[config.mk]
export PLATFORM = sky130hd
export DESIGN_NAME = instr_fetch_unit
export DESIGN_NICKNAME = d
export VERILOG_FILES = /design/src/rtl/fetch_pkg.sv /design/src/rtl/instr_fifo.sv /design/src/rtl/instr_fetch_unit.sv
export SDC_FILE = /design/constraint.sdc
export NUM_CORES = 1
export LEC_CHECK = 0
export BUFFER_PORTS_ARGS = -buffer_cell sky130_fd_sc_hd__clkbuf_2
export CORE_AREA = 5 5 137 139
export DETAILED_ROUTE_END_ITERATION = 12
export DIE_AREA = 0 0 142 144
export PLACE_DENSITY = 0.79
export SLEW_MARGIN = 20
export SYNTH_ARGS = -nofsm -noshare
export SYNTH_HDL_FRONTEND = slang
export SYNTH_HIERARCHICAL = 1
export SYNTH_SLANG_ARGS = --single-unit
[constraint.sdc]
create_clock -name clock -period 2.8 [get_ports clock]
set_clock_uncertainty 0.1 [all_clocks]
set_input_delay 0.14 -clock clock [delete_from_list [all_inputs] [get_ports clock]]
set_output_delay 0.14 -clock clock [all_outputs]
set_load 0.05 [all_outputs]
[src/rtl/fetch_pkg.sv]
// fetch_pkg: shared definitions for the instruction fetch stage.
//   - default widths and the reset PC
//   - fetch_state_t: fetch FSM state (IDLE, RUN)
//   - fetch_entry_t: one prefetch FIFO entry at the default widths
package fetch_pkg;

  localparam int unsigned PC_W_DEF     = 32;
  localparam int unsigned INSTR_W_DEF  = 32;
  localparam logic [31:0] RESET_PC_DEF = 32'h0000_0000;

  typedef enum logic {
    IDLE = 1'b0,
    RUN  = 1'b1
  } fetch_state_t;

  // The top level packs entries as {instr, pc}, which is the same layout
  // as this struct.
  typedef struct packed {
    logic [INSTR_W_DEF-1:0] instr;
    logic [PC_W_DEF-1:0]    pc;
  } fetch_entry_t;

endpackage

[src/rtl/instr_fifo.sv]
// instr_fifo: synchronous prefetch FIFO, pointer-plus-count implementation.
// Ports:
//   clk_i, rst_ni   clock, asynchronous active-low reset
//   push_i          write wdata_i at the tail (taken if not full or popping)
//   pop_i           drop the head entry (ignored when empty)
//   flush_i         empty the FIFO; wins over push and pop
//   wdata_i         entry to write
//   full_o, empty_o occupancy flags
//   head_o          entry at the head, read straight from storage registers
// DEPTH must be a power of two so the pointers wrap by natural overflow.
module instr_fifo #(
  parameter int unsigned W     = 64,
  parameter int unsigned DEPTH = 2
) (
  input  logic         clk_i,
  input  logic         rst_ni,
  input  logic         push_i,
  input  logic         pop_i,
  input  logic         flush_i,
  input  logic [W-1:0] wdata_i,
  output logic         full_o,
  output logic         empty_o,
  output logic [W-1:0] head_o
);

  localparam int unsigned PTR_W = (DEPTH > 1) ? $clog2(DEPTH) : 1;
  localparam int unsigned CNT_W = $clog2(DEPTH + 1);

  logic [W-1:0]     mem_q [DEPTH];
  logic [PTR_W-1:0] rd_ptr_q;
  logic [PTR_W-1:0] wr_ptr_q;
  logic [CNT_W-1:0] count_q;
  logic             do_push;
  logic             do_pop;

  assign full_o  = (count_q == CNT_W'(DEPTH));
  assign empty_o = (count_q == '0);
  assign head_o  = mem_q[rd_ptr_q];

  // When full, a push is only legal alongside a pop; it then overwrites the
  // slot being popped, which is safe because that entry leaves at this edge.
  assign do_push = push_i & (~full_o | pop_i);
  assign do_pop  = pop_i & ~empty_o;

  always_ff @(posedge clk_i or negedge rst_ni) begin
    if (!rst_ni) begin
      rd_ptr_q <= '0;
      wr_ptr_q <= '0;
      count_q  <= '0;
      for (int i = 0; i < int'(DEPTH); i++) begin
        mem_q[i] <= '0;
      end
    end else if (flush_i) begin
      rd_ptr_q <= '0;
      wr_ptr_q <= '0;
      count_q  <= '0;
    end else begin
      if (do_push) begin
        mem_q[wr_ptr_q] <= wdata_i;
        wr_ptr_q        <= wr_ptr_q + PTR_W'(1);
      end
      if (do_pop) begin
        rd_ptr_q <= rd_ptr_q + PTR_W'(1);
      end
      count_q <= count_q + CNT_W'(do_push) - CNT_W'(do_pop);
    end
  end

endmodule

[src/rtl/instr_fetch_unit.sv]
// instr_fetch_unit: instruction fetch stage owning the program counter.
// Ports:
//   clock, reset    system clock, asynchronous active-low reset
//   fetch_en        allows new ROM fetches (FIFO keeps draining when low)
//   rom_addr        fetch PC, word addressed; ROM answers combinationally
//   rom_data        ROM word for rom_addr
//   instr_out       instruction at the FIFO head
//   instr_pc        PC of instr_out
//   instr_valid     FIFO non-empty
//   instr_ready     core takes the head this cycle
//   branch_taken    redirect request, looked at only on an accept cycle
//   branch_target   redirect PC
//   fetch_count     words pushed into the FIFO since reset (wraps)
// Handshake: a head entry transfers on a rising edge where
// instr_valid & instr_ready; instr_out/instr_pc hold while valid and not
// ready. A taken branch on a transfer flushes the FIFO, drops that cycle's
// push and loads branch_target, giving one bubble.
module instr_fetch_unit
  import fetch_pkg::*;
#(
  parameter int unsigned         PC_W     = PC_W_DEF,
  parameter int unsigned         INSTR_W  = INSTR_W_DEF,
  parameter logic [PC_W-1:0]     RESET_PC = PC_W'(RESET_PC_DEF),
  parameter int unsigned         DEPTH    = 2
) (
  input  logic               clock,
  input  logic               reset,
  input  logic               fetch_en,
  output logic [PC_W-1:0]    rom_addr,
  input  logic [INSTR_W-1:0] rom_data,
  output logic [INSTR_W-1:0] instr_out,
  output logic [PC_W-1:0]    instr_pc,
  output logic               instr_valid,
  input  logic               instr_ready,
  input  logic               branch_taken,
  input  logic [PC_W-1:0]    branch_target,
  output logic [31:0]        fetch_count
);

  fetch_state_t              state_q;
  logic [PC_W-1:0]           fetch_pc_q;
  logic [PC_W-1:0]           fetch_pc_d;
  logic [31:0]               fetch_count_q;
  logic [31:0]               fetch_count_d;

  logic                      fifo_full;
  logic                      fifo_empty;
  logic [INSTR_W+PC_W-1:0]   fifo_head;

  logic                      accept;
  logic                      redirect;
  logic                      push;
  logic                      push_commit;

  assign accept      = instr_valid & instr_ready;
  assign redirect    = accept & branch_taken;
  assign push        = (state_q == RUN) & (~fifo_full | accept);
  // A redirect squashes the wrong-path word fetched in the same cycle.
  assign push_commit = push & ~redirect;

  // Fetch FSM: RUN follows fetch_en with one cycle of delay.
  always_ff @(posedge clock or negedge reset) begin
    if (!reset) begin
      state_q <= IDLE;
    end else begin
      case (state_q)
        IDLE:    if (fetch_en)  state_q <= RUN;
        RUN:     if (!fetch_en) state_q <= IDLE;
        default: state_q <= IDLE;
      endcase
    end
  end

  always_comb begin
    fetch_pc_d    = fetch_pc_q;
    fetch_count_d = fetch_count_q;
    if (redirect) begin
      fetch_pc_d = branch_target;
    end else if (push_commit) begin
      fetch_pc_d    = fetch_pc_q + PC_W'(1);
      fetch_count_d = fetch_count_q + 32'd1;
    end
  end

  always_ff @(posedge clock or negedge reset) begin
    if (!reset) begin
      fetch_pc_q    <= RESET_PC;
      fetch_count_q <= 32'd0;
    end else begin
      fetch_pc_q    <= fetch_pc_d;
      fetch_count_q <= fetch_count_d;
    end
  end

  instr_fifo #(
    .W     (INSTR_W + PC_W),
    .DEPTH (DEPTH)
  ) u_fifo (
    .clk_i   (clock),
    .rst_ni  (reset),
    .push_i  (push_commit),
    .pop_i   (accept),
    .flush_i (redirect),
    .wdata_i ({rom_data, fetch_pc_q}),
    .full_o  (fifo_full),
    .empty_o (fifo_empty),
    .head_o  (fifo_head)
  );

  assign rom_addr    = fetch_pc_q;
  assign instr_valid = ~fifo_empty;
  assign instr_out   = fifo_head[PC_W +: INSTR_W];
  assign instr_pc    = fifo_head[PC_W-1:0];
  assign fetch_count = fetch_count_q;

endmodule

# Word-level counts from Yosys, hierarchy flattened
# Index checks and enable logic that the tools add are counted.
# op_classes
addsub	6
n_mul	0
n_div	0
order_cmp	3
eq_ne	1
shifts	0
muxes	14
n_bitwise	12
reduce_logical	7
# op_table
operator	n
$mux 64	4
$bwmux 128	1
$add 32x1->32 const B	2
$demux 64 s1	1
$mux 32	2
$and 1x1->1	6
$reduce_bool 2->1	3
$mux 1	5
$ge 2x2->1 const B	2
$not 1->2	2
$reduce_and 2->1	2
$not 1->1	3
$add 1x1->1 const B	2
$add 2x1->2	1
$eq 2x2->1 const B	1
$logic_not 2->1	1
$lt 2x1->1 const B	1
$mux 2	1
$sub 2x1->2	1
$logic_and 1x1->1	1
$or 1x1->1	1
# word_totals
register_bits	197
latchBits	0
mem_bits_rw	0
mem_bits_ro	0
input_bits	69
output_inout_bits	129
elab_cells	51
mem_count	0

# Logic depth before layout (Yosys ltp)
# Gate-level depths: netlist of the first run.
# logic_depth
ltp_word	10
mapped_depth	13
depth_no_buf	12

# Cells and area by module
# Netlist of the first run, hierarchy kept.
# by_module_without_submodules
mod	instances	cells_per_inst	area_each_um2	seq_area_each_um2
instr_fifo	1	366	5982.0	3303.2
instr_fetch_unit	1	334	3320.7	1626.6

# Least setup slack after synthesis of the first run
# OpenSTA, ideal clock, no wires.
# synth_timing
kind	register to register
startpoint	register u_fifo.count_q[1]
endpoint	register u_fifo.count_q[1]
setup_ns	0.143
arrival_time_ns	2.104
required_time_ns	2.557
slack_ns	0.453
path_stages_with_launch	13
path_buffers	1
period_less_slack_ns	2.347
cell_sequence	dfrtp_1 nor2b_1 inv_1 o211ai_2 buf_6 inv_1 nand2_1 ha_1 inv_1 ha_1 xor2_1 and2_1 nor3_1
# synth_via
elab_cells_between_ends	15
classes_between	add/sub (2); eq/ne (1); mux (1); bitwise (10); reduce/logical (1)
# synth_rtl
item	line	source
start: declaration	instr_fifo.sv:32	logic [CNT_W-1:0] count_q;
start signal: assignment	instr_fifo.sv:65	count_q <= count_q + CNT_W'(do_push) - CNT_W'(do_pop);
$eq 2x2->1	instr_fifo.sv:36	assign full_o = (count_q == CNT_W'(DEPTH));
named net fifo_full	instr_fetch_unit.sv:46	logic fifo_full;
$not 1->1	instr_fetch_unit.sv:57	assign push = (state_q == RUN) & (~fifo_full | accept);
$or 1x1->1	instr_fetch_unit.sv:57	
$and 1x1->1	instr_fetch_unit.sv:57	
$and 1x1->1	instr_fetch_unit.sv:59	assign push_commit = push & ~redirect;
named net push_commit	instr_fetch_unit.sv:53	logic push_commit;
$and 1x1->1	instr_fifo.sv:42	assign do_push = push_i & (~full_o | pop_i);
$add 2x1->2	instr_fifo.sv:65	
$sub 2x1->2	instr_fifo.sv:65	
$mux 2	instr_fifo.sv:53	end else if (flush_i) begin
# The timed path passes the listed nets, and every way through them passes these cells.
# A chain may end at the register's enable or synchronous reset.

# Worst setup path after layout of the first run
# layout_timing
startpoint	register u_fifo.count_q[0]
endpoint	register u_fifo/mem_q[23] in the netlist's numbering
# layout_via
elab_chain_cells	8
elab_cells_between_ends	12
classes_between	eq/ne (1); bitwise (9); reduce/logical (2)
# layout_lines
item	line	source
$logic_not 2->1 (*)	instr_fifo.sv:37	assign empty_o = (count_q == '0);
named net fifo_empty	instr_fetch_unit.sv:47	logic fifo_empty;
$not 1->1 (*)	instr_fetch_unit.sv:111	assign instr_valid = ~fifo_empty;
$and 1x1->1 (*)	instr_fetch_unit.sv:55	assign accept = instr_valid & instr_ready;
named net accept	instr_fetch_unit.sv:50	logic accept;
$or 1x1->1 / $and 1x1->1 (equally long branches)	instr_fifo.sv:42, instr_fetch_unit.sv:57, instr_fetch_unit.sv:56	
$and 1x1->1 / $not 1->1 (equally long branches)	--	
$and 1x1->1	instr_fetch_unit.sv:59	
$and 1x1->1	instr_fifo.sv:42	
$reduce_and 2->1 (no source line) (*)	--	
end signal: indexed assignment	instr_fifo.sv:59	mem_q[wr_ptr_q] <= wdata_i;
end: declaration	instr_fifo.sv:29	logic [W-1:0] mem_q [DEPTH];
# The timed path passes the listed nets; every way through them passes the cells marked *.

==> flow_metrics.tcl, run 1 <==
set metrics [dict create \
    min_to "rom_addr[19]" \
    yosysTopAreaCellShare_pct 53.0 \
    core_sq_um 17500 \
    ant_nets 0 \
    gp_congestion 0.843 \
    avgRoutedWirePerCell_microns 17.7 \
    grt_use_total_pct 21.5 \
    synth_area_leaders "dfrtp_1, mux2_2, mux2_4" \
    finalPower_mw 15.5 \
    hpwl_microns 14200 \
    dieArea_sq_um 20400 \
    clock-sinks 197 \
    r2r-start "u_fifo/count_q[0]" \
    drc 0 \
    grt_max_degree 74 \
    drtPass1Iterations 7 \
    finalCriticalPeriod_ps 2520 \
    antenna_found_initial 0 \
    p_leak_nw 5.46 \
    finalHoldViolCount 0 \
    end_kind "flop" \
    fin_nets 1041 \
    rows 49 \
    netlist_top_cells_count "dfrtp_1, mux2_2, mux2_4" \
    holdCritStartpoint "branch_taken" \
    post-synth-top-area-cell "dfrtp_1" \
    grt_pass1_wl_microns 35200 \
    cts_buffers 17 \
    syn_avg_cell_area_sq_um 13.3 \
    synth_most_common_cell "dfrtp_1" \
    async_flop_share_pct 100 \
    rsz0062_at_grt "no" \
    whs_ps 141 \
    r2r_cells 7 \
    crit_fanout 26 \
    grt.overflow.total 0 \
    antenna_cells 0 \
    worstSkewPairLatency_ps 420 \
    drt-total-wl_microns 21400 \
    relSlewSlack_pct 58.4 \
    synth_cell_type_count 49 \
    io_buffers 197 \
    finalCritPeriodShare_pct 89.8 \
    num_vias 6365 \
    slew_viol_final 0 \
    cp-start-kind "flop" \
    required_ps 3000 \
    die_h_microns 144 \
    cts_max_level 4 \
    start_util_pct 53.1 \
    syn_to_final_growth_pct 26.6 \
    cts_tree "built" \
    hold_path.class "input pin to flop" \
    drt_iter0_drc 315 \
    cts_max_path_buffers 2 \
    synth_edf_count 0 \
    peakVddDrop_mv 1.31 \
    fmax_mhz 398 \
    ys_warn_count 6 \
    clockRootBuffer "clkbuf_16" \
    clkTransAtPathRegs_ps 70 \
    setup_violations 0 \
    seq_area_frac_synth_pct 53.0 \
    outcome "complete, no violations" \
    ys.flop_type "dfrtp_1" \
    worstReg2RegEnd "u_fifo/mem_q[23]" \
    die_w_microns 142 \
    syn_nets 773 \
    reg2reg_slack_ps 280 \
    crit_arrival_ps 2720 \
    syn-cell-area_sq_um 9300 \
    pwr_density_cell_nw_per_um2 1310 \
    viasPerCell 5.27 \
    whs_path_depth 4 \
    ys_ff_latch 197 \
    syn-instance-count 700 \
    tightest_slew_ps 624 \
    critical_path_class "flop to flop" \
    grt_pass1_vias 6867 \
    post_cts_buffers 0 \
    io_pins 198 \
    cap_violations 0 \
    tns_ps 0 \
    drive_above_1_share_pct 46.4 \
]
repair_timing:
action | CTS | global route
resized for setup | 0 | 1
hold buffers | 66 | 0
endpoints found under the hold margin | 165 | 0
setup endpoints to repair | 0 | 1
placed cells by master (no fill, tap or decap), types with 5 or more instances in the layout:
master,instances
mux2_4,60
buf_4,15
o21ai_0,27
xor2_1,36
clkbuf_2,196
a21oi_1,6
xnor2_1,27
nand3_1,25
nor3_2,6
mux2_2,128
nor3_1,5
dlygate4sd3_1,66
nand2_1,48
inv_1,12
clkbuf_16,17
nor2_1,21
nand4_1,17
and3_1,6
and2_1,6
dfrtp_1,196
sequential cells by signal, indices dropped and copies added, names as in the netlist:
signal           cells
u_fifo/mem_q       128
fetch_count         32
rom_addr            32
u_fifo/count_q       2
state_q              1
u_fifo/rd_ptr_q      1
u_fifo/wr_ptr_q      1
cells by family (layout without fill, tap and decap cells):
group	after synthesis	after routing	share of synthesized area, %
AOI/OAI and AO/OA	42	42	2.86
xor gates and xnor gates	63	63	5.93
adders and majority gates	4	4	0.538
buffers and inverters	47	326	2.86
DFF	197	197	53.0
muxes	193	193	25.8
and+or+nand+nor	154	154	9.04
power breakdown:
part	leakage (nW)	switching, mW	internal [mW]
combinational	2.82	5.24	2.96
sequential	2.39	0.968	4.07
clock	0.248	1.02	1.24
area by class of cell:
class	count	area (sq um)
fillers	1248	5760
flip-flops and latches	197	4930
multi-input cells	456	4130
repair buffers	282	1850
clock buffers	22	454
well taps	229	287
clock inverters	8	78.8
inverters	14	53.8
per-stage QoR:
step | worst slack [ps] | instance area (sq um) | util, % | std cells
after global placement | 352 | 10600 | 60.3 | 1112
after CTS | 243 | 11800 | 67.2 | 1208
final | 285 | 11800 | 67.2 | 1208
after global routing | 136 | 11800 | 67.2 | 1208
after floorplan | 453 | 9300 | - | 700
after detailed placement | 267 | 10600 | 60.3 | 1112
critical path, cell delays in order, from the launching register on:
cell	delay, ps
dfrtp_1	430
nor2_1	200
nand2b_4	210
clkinv_2	90
or3b_4	410
and4b_4	370
buf_12	250
mux2_4	320
per-layer routing:
layer  GRT usage [%]  vias to the layer above  part of all wire [%]
li1                -                     2990                     -
met1            28.2                     3127                    43
met2            35.7                      211                    49
met3            4.43                       37                   5.6
met4            7.58                        0                   2.2
met5               0                        -                     0
how the worst max path moves through the flow:
stage / from / to / slack, ps
after global routing: u_fifo/count_q[0] / u_fifo/count_q[1] / 140
after CTS: u_fifo/count_q[1] / u_fifo/count_q[1] / 240
final: u_fifo/count_q[0] / u_fifo/mem_q[23] / 280
after detailed placement: u_fifo/count_q[1] / u_fifo/count_q[1] / 270
after global placement: u_fifo/count_q[1] / u_fifo/count_q[1] / 350
after floorplan: u_fifo/count_q[1] / u_fifo/count_q[1] / 450
Power figures use the tool's default switching activity.
==> run 2, diff against run 1 <==
==> constraint.sdc (replaced) <==
create_clock -name clock -period 2.8 [get_ports clock]
set_clock_uncertainty 0.1 [all_clocks]
set_input_delay 0.28 -clock clock [delete_from_list [all_inputs] [get_ports clock]]
set_output_delay 0.28 -clock clock [all_outputs]
set_load 0.05 [all_outputs]
==> flow_metrics.tcl, run 2 (synthesized netlist as in run 1, its figures left out) <==
set metrics [dict create \
    outcome "complete, no violations" \
    ant_nets 0 \
    rows 49 \
    n_fill_cell 1309 \
    r2r-start "u_fifo/count_q[1]" \
    grt_pass1_wl_microns 34500 \
    cts_tree "built" \
    cp-startpoint "u_fifo/count_q[1]" \
    finalCriticalPeriod_ps 2480 \
    clkTransAtPathRegs_ps 70 \
    critPathMaxStageDelay_ps 490 \
    io_pins 198 \
    p_leak_nw 5.40 \
    cp_slowest_cell "nor2b_1" \
    end_kind "flop" \
    peakVddDrop_mv 0.984 \
    clockRootBuffer "clkbuf_16" \
    critical_path_class "flop to flop" \
    setup_violations 0 \
    core_sq_um 17500 \
    grt_pass1_vias 6764 \
    hold_path.class "input pin to flop" \
    slew_viol_final 0 \
    rsz0062_at_grt "no" \
    final_area_sq_um 11600 \
    grt_use_total_pct 21.0 \
    placed_cell_area_sq_um 10600 \
    worstSkewPairLatency_ps 420 \
    required_ps 2980 \
    pwr_density_cell_nw_per_um2 1340 \
    clock-sinks 197 \
    relSlewSlack_pct 57.3 \
    cts_buffers 17 \
    hpwl_microns 14200 \
    io_buffers 197 \
    tns_ps 0 \
    cpMostUsedCell "inv_1" \
    finalHoldViolCount 0 \
    drtPass1Iterations 4 \
    die_h_microns 144 \
    cp-start-kind "flop" \
    fmax_mhz 403 \
    avgRoutedWirePerCell_microns 17.7 \
    crit_chain "nor2b_1 -> inv_1 -> o211ai_2 -> inv_1 -> nand2_1 -> ha_1 -> inv_1 -> ha_1 -> xor2_1 -> and2_1 -> nor3_1" \
    holdCritStartpoint "rom_data[21]" \
    grt.overflow.total 0 \
    place_inst 1108 \
    cts_max_path_buffers 2 \
    gp_congestion 0.837 \
    die_w_microns 142 \
    crit_arrival_ps 2660 \
    drt_iter0_drc 260 \
    tightest_slew_ps 625 \
    largest_reg_flops 128 \
    cap_violations 0 \
    cts-resized-gates 0 \
    cts_max_level 4 \
    drt-total-wl_microns 21000 \
    dieArea_sq_um 20400 \
    drive_above_1_share_pct 47.3 \
    viasPerCell 5.30 \
    fin_nets 1017 \
    layout.cells.non_filler 1187 \
    finalCritPeriodShare_pct 88.6 \
    start_util_pct 53.1 \
    finalPower_mw 15.6 \
    num_vias 6290 \
    drc 0 \
    final_cell_mix "dfrtp_1, clkbuf_2, mux2_2" \
    grt_max_degree 75 \
    syn_to_final_growth_pct 24.8 \
    antenna_found_initial 2 \
    whs_ps 17.4 \
    top_register "u_fifo/mem_q" \
    crit_fanout 7 \
]
## run 2: cell count changes in the layout (fill, tap and decap cells not counted), sizes merged
cell and change:
clkinv +5, clkinvlp -4, dlygate4sd3 -20, diode +2, buf -4
## run 2: area by class of cell
class / instances / area, sq um / share of cell area, %
Sequential cell: 197 / 4930 / 42.5
Multi-Input combinational cell: 456 / 4120 / 35.5
Timing Repair Buffer: 258 / 1660 / 14.3
Clock buffer: 22 / 474 / 4.09
Tap cell: 229 / 287 / 2.47
Clock inverter: 9 / 77.6 / 0.668
Inverter: 14 / 53.8 / 0.464
Antenna cell: 2 / 5.00 / 0.0431
## run 2: metrics by stage
step | utilization [%] | setup WS [ps]
4_1_cts | 66.1 | 306
2_1_floorplan | - | 453
3_3_place_gp | 60.4 | 408
3_5_place_dp | 60.4 | 364
5_1_grt | 66.2 | 84.5
6_report | 66.2 | 319
## run 2: report_power, final
group | switching, mW | internal [mW] | total [mW] | leakage, nW
sequential | 1.05 | 4.07 | 5.11 | 2.39
clock | 1.02 | 1.29 | 2.31 | 0.280
combinational | 5.17 | 2.97 | 8.14 | 2.72
## run 2: worst max-delay path: cells and delay by family (launching register included)
kind	cells	cell delay [ps]
buf+inv	3	300
xor+xnor	1	180
fa+ha+maj	2	360
flops	1	420
simple gates	4	780
compound gates	1	190
## run 2: repair_timing
item | CTS | global route
setup buffers | 0 | 0
endpoints found under the setup margin | 0 | 0
hold endpoints to repair | 125 | 1
hold buffers | 45 | 1
## run 2: metal layers
layer	track usage, %	routed length, microns	up-vias
li1	-	-	2950
met1	27.3	8980	3116
met2	35.4	10400	198
met3	4.53	1260	26
met4	6.82	393	0
met5	0	0	-
## run 2: worst paths after layout
kind / end / slack [ps] / cells past startpoint
setup / recovery: u_fifo/count_q[1] / 320 / 11
min in group asynchronous: u_fifo/mem_q[49] / 330 / 2
max in group asynchronous: rom_addr[23] / 1490 / 3
setup reg to reg: u_fifo/count_q[1] / 320 / 11
hold reg to reg: fetch_count[31] / 380 / 1
hold / removal: u_fifo/mem_q[53] / 20 / 2
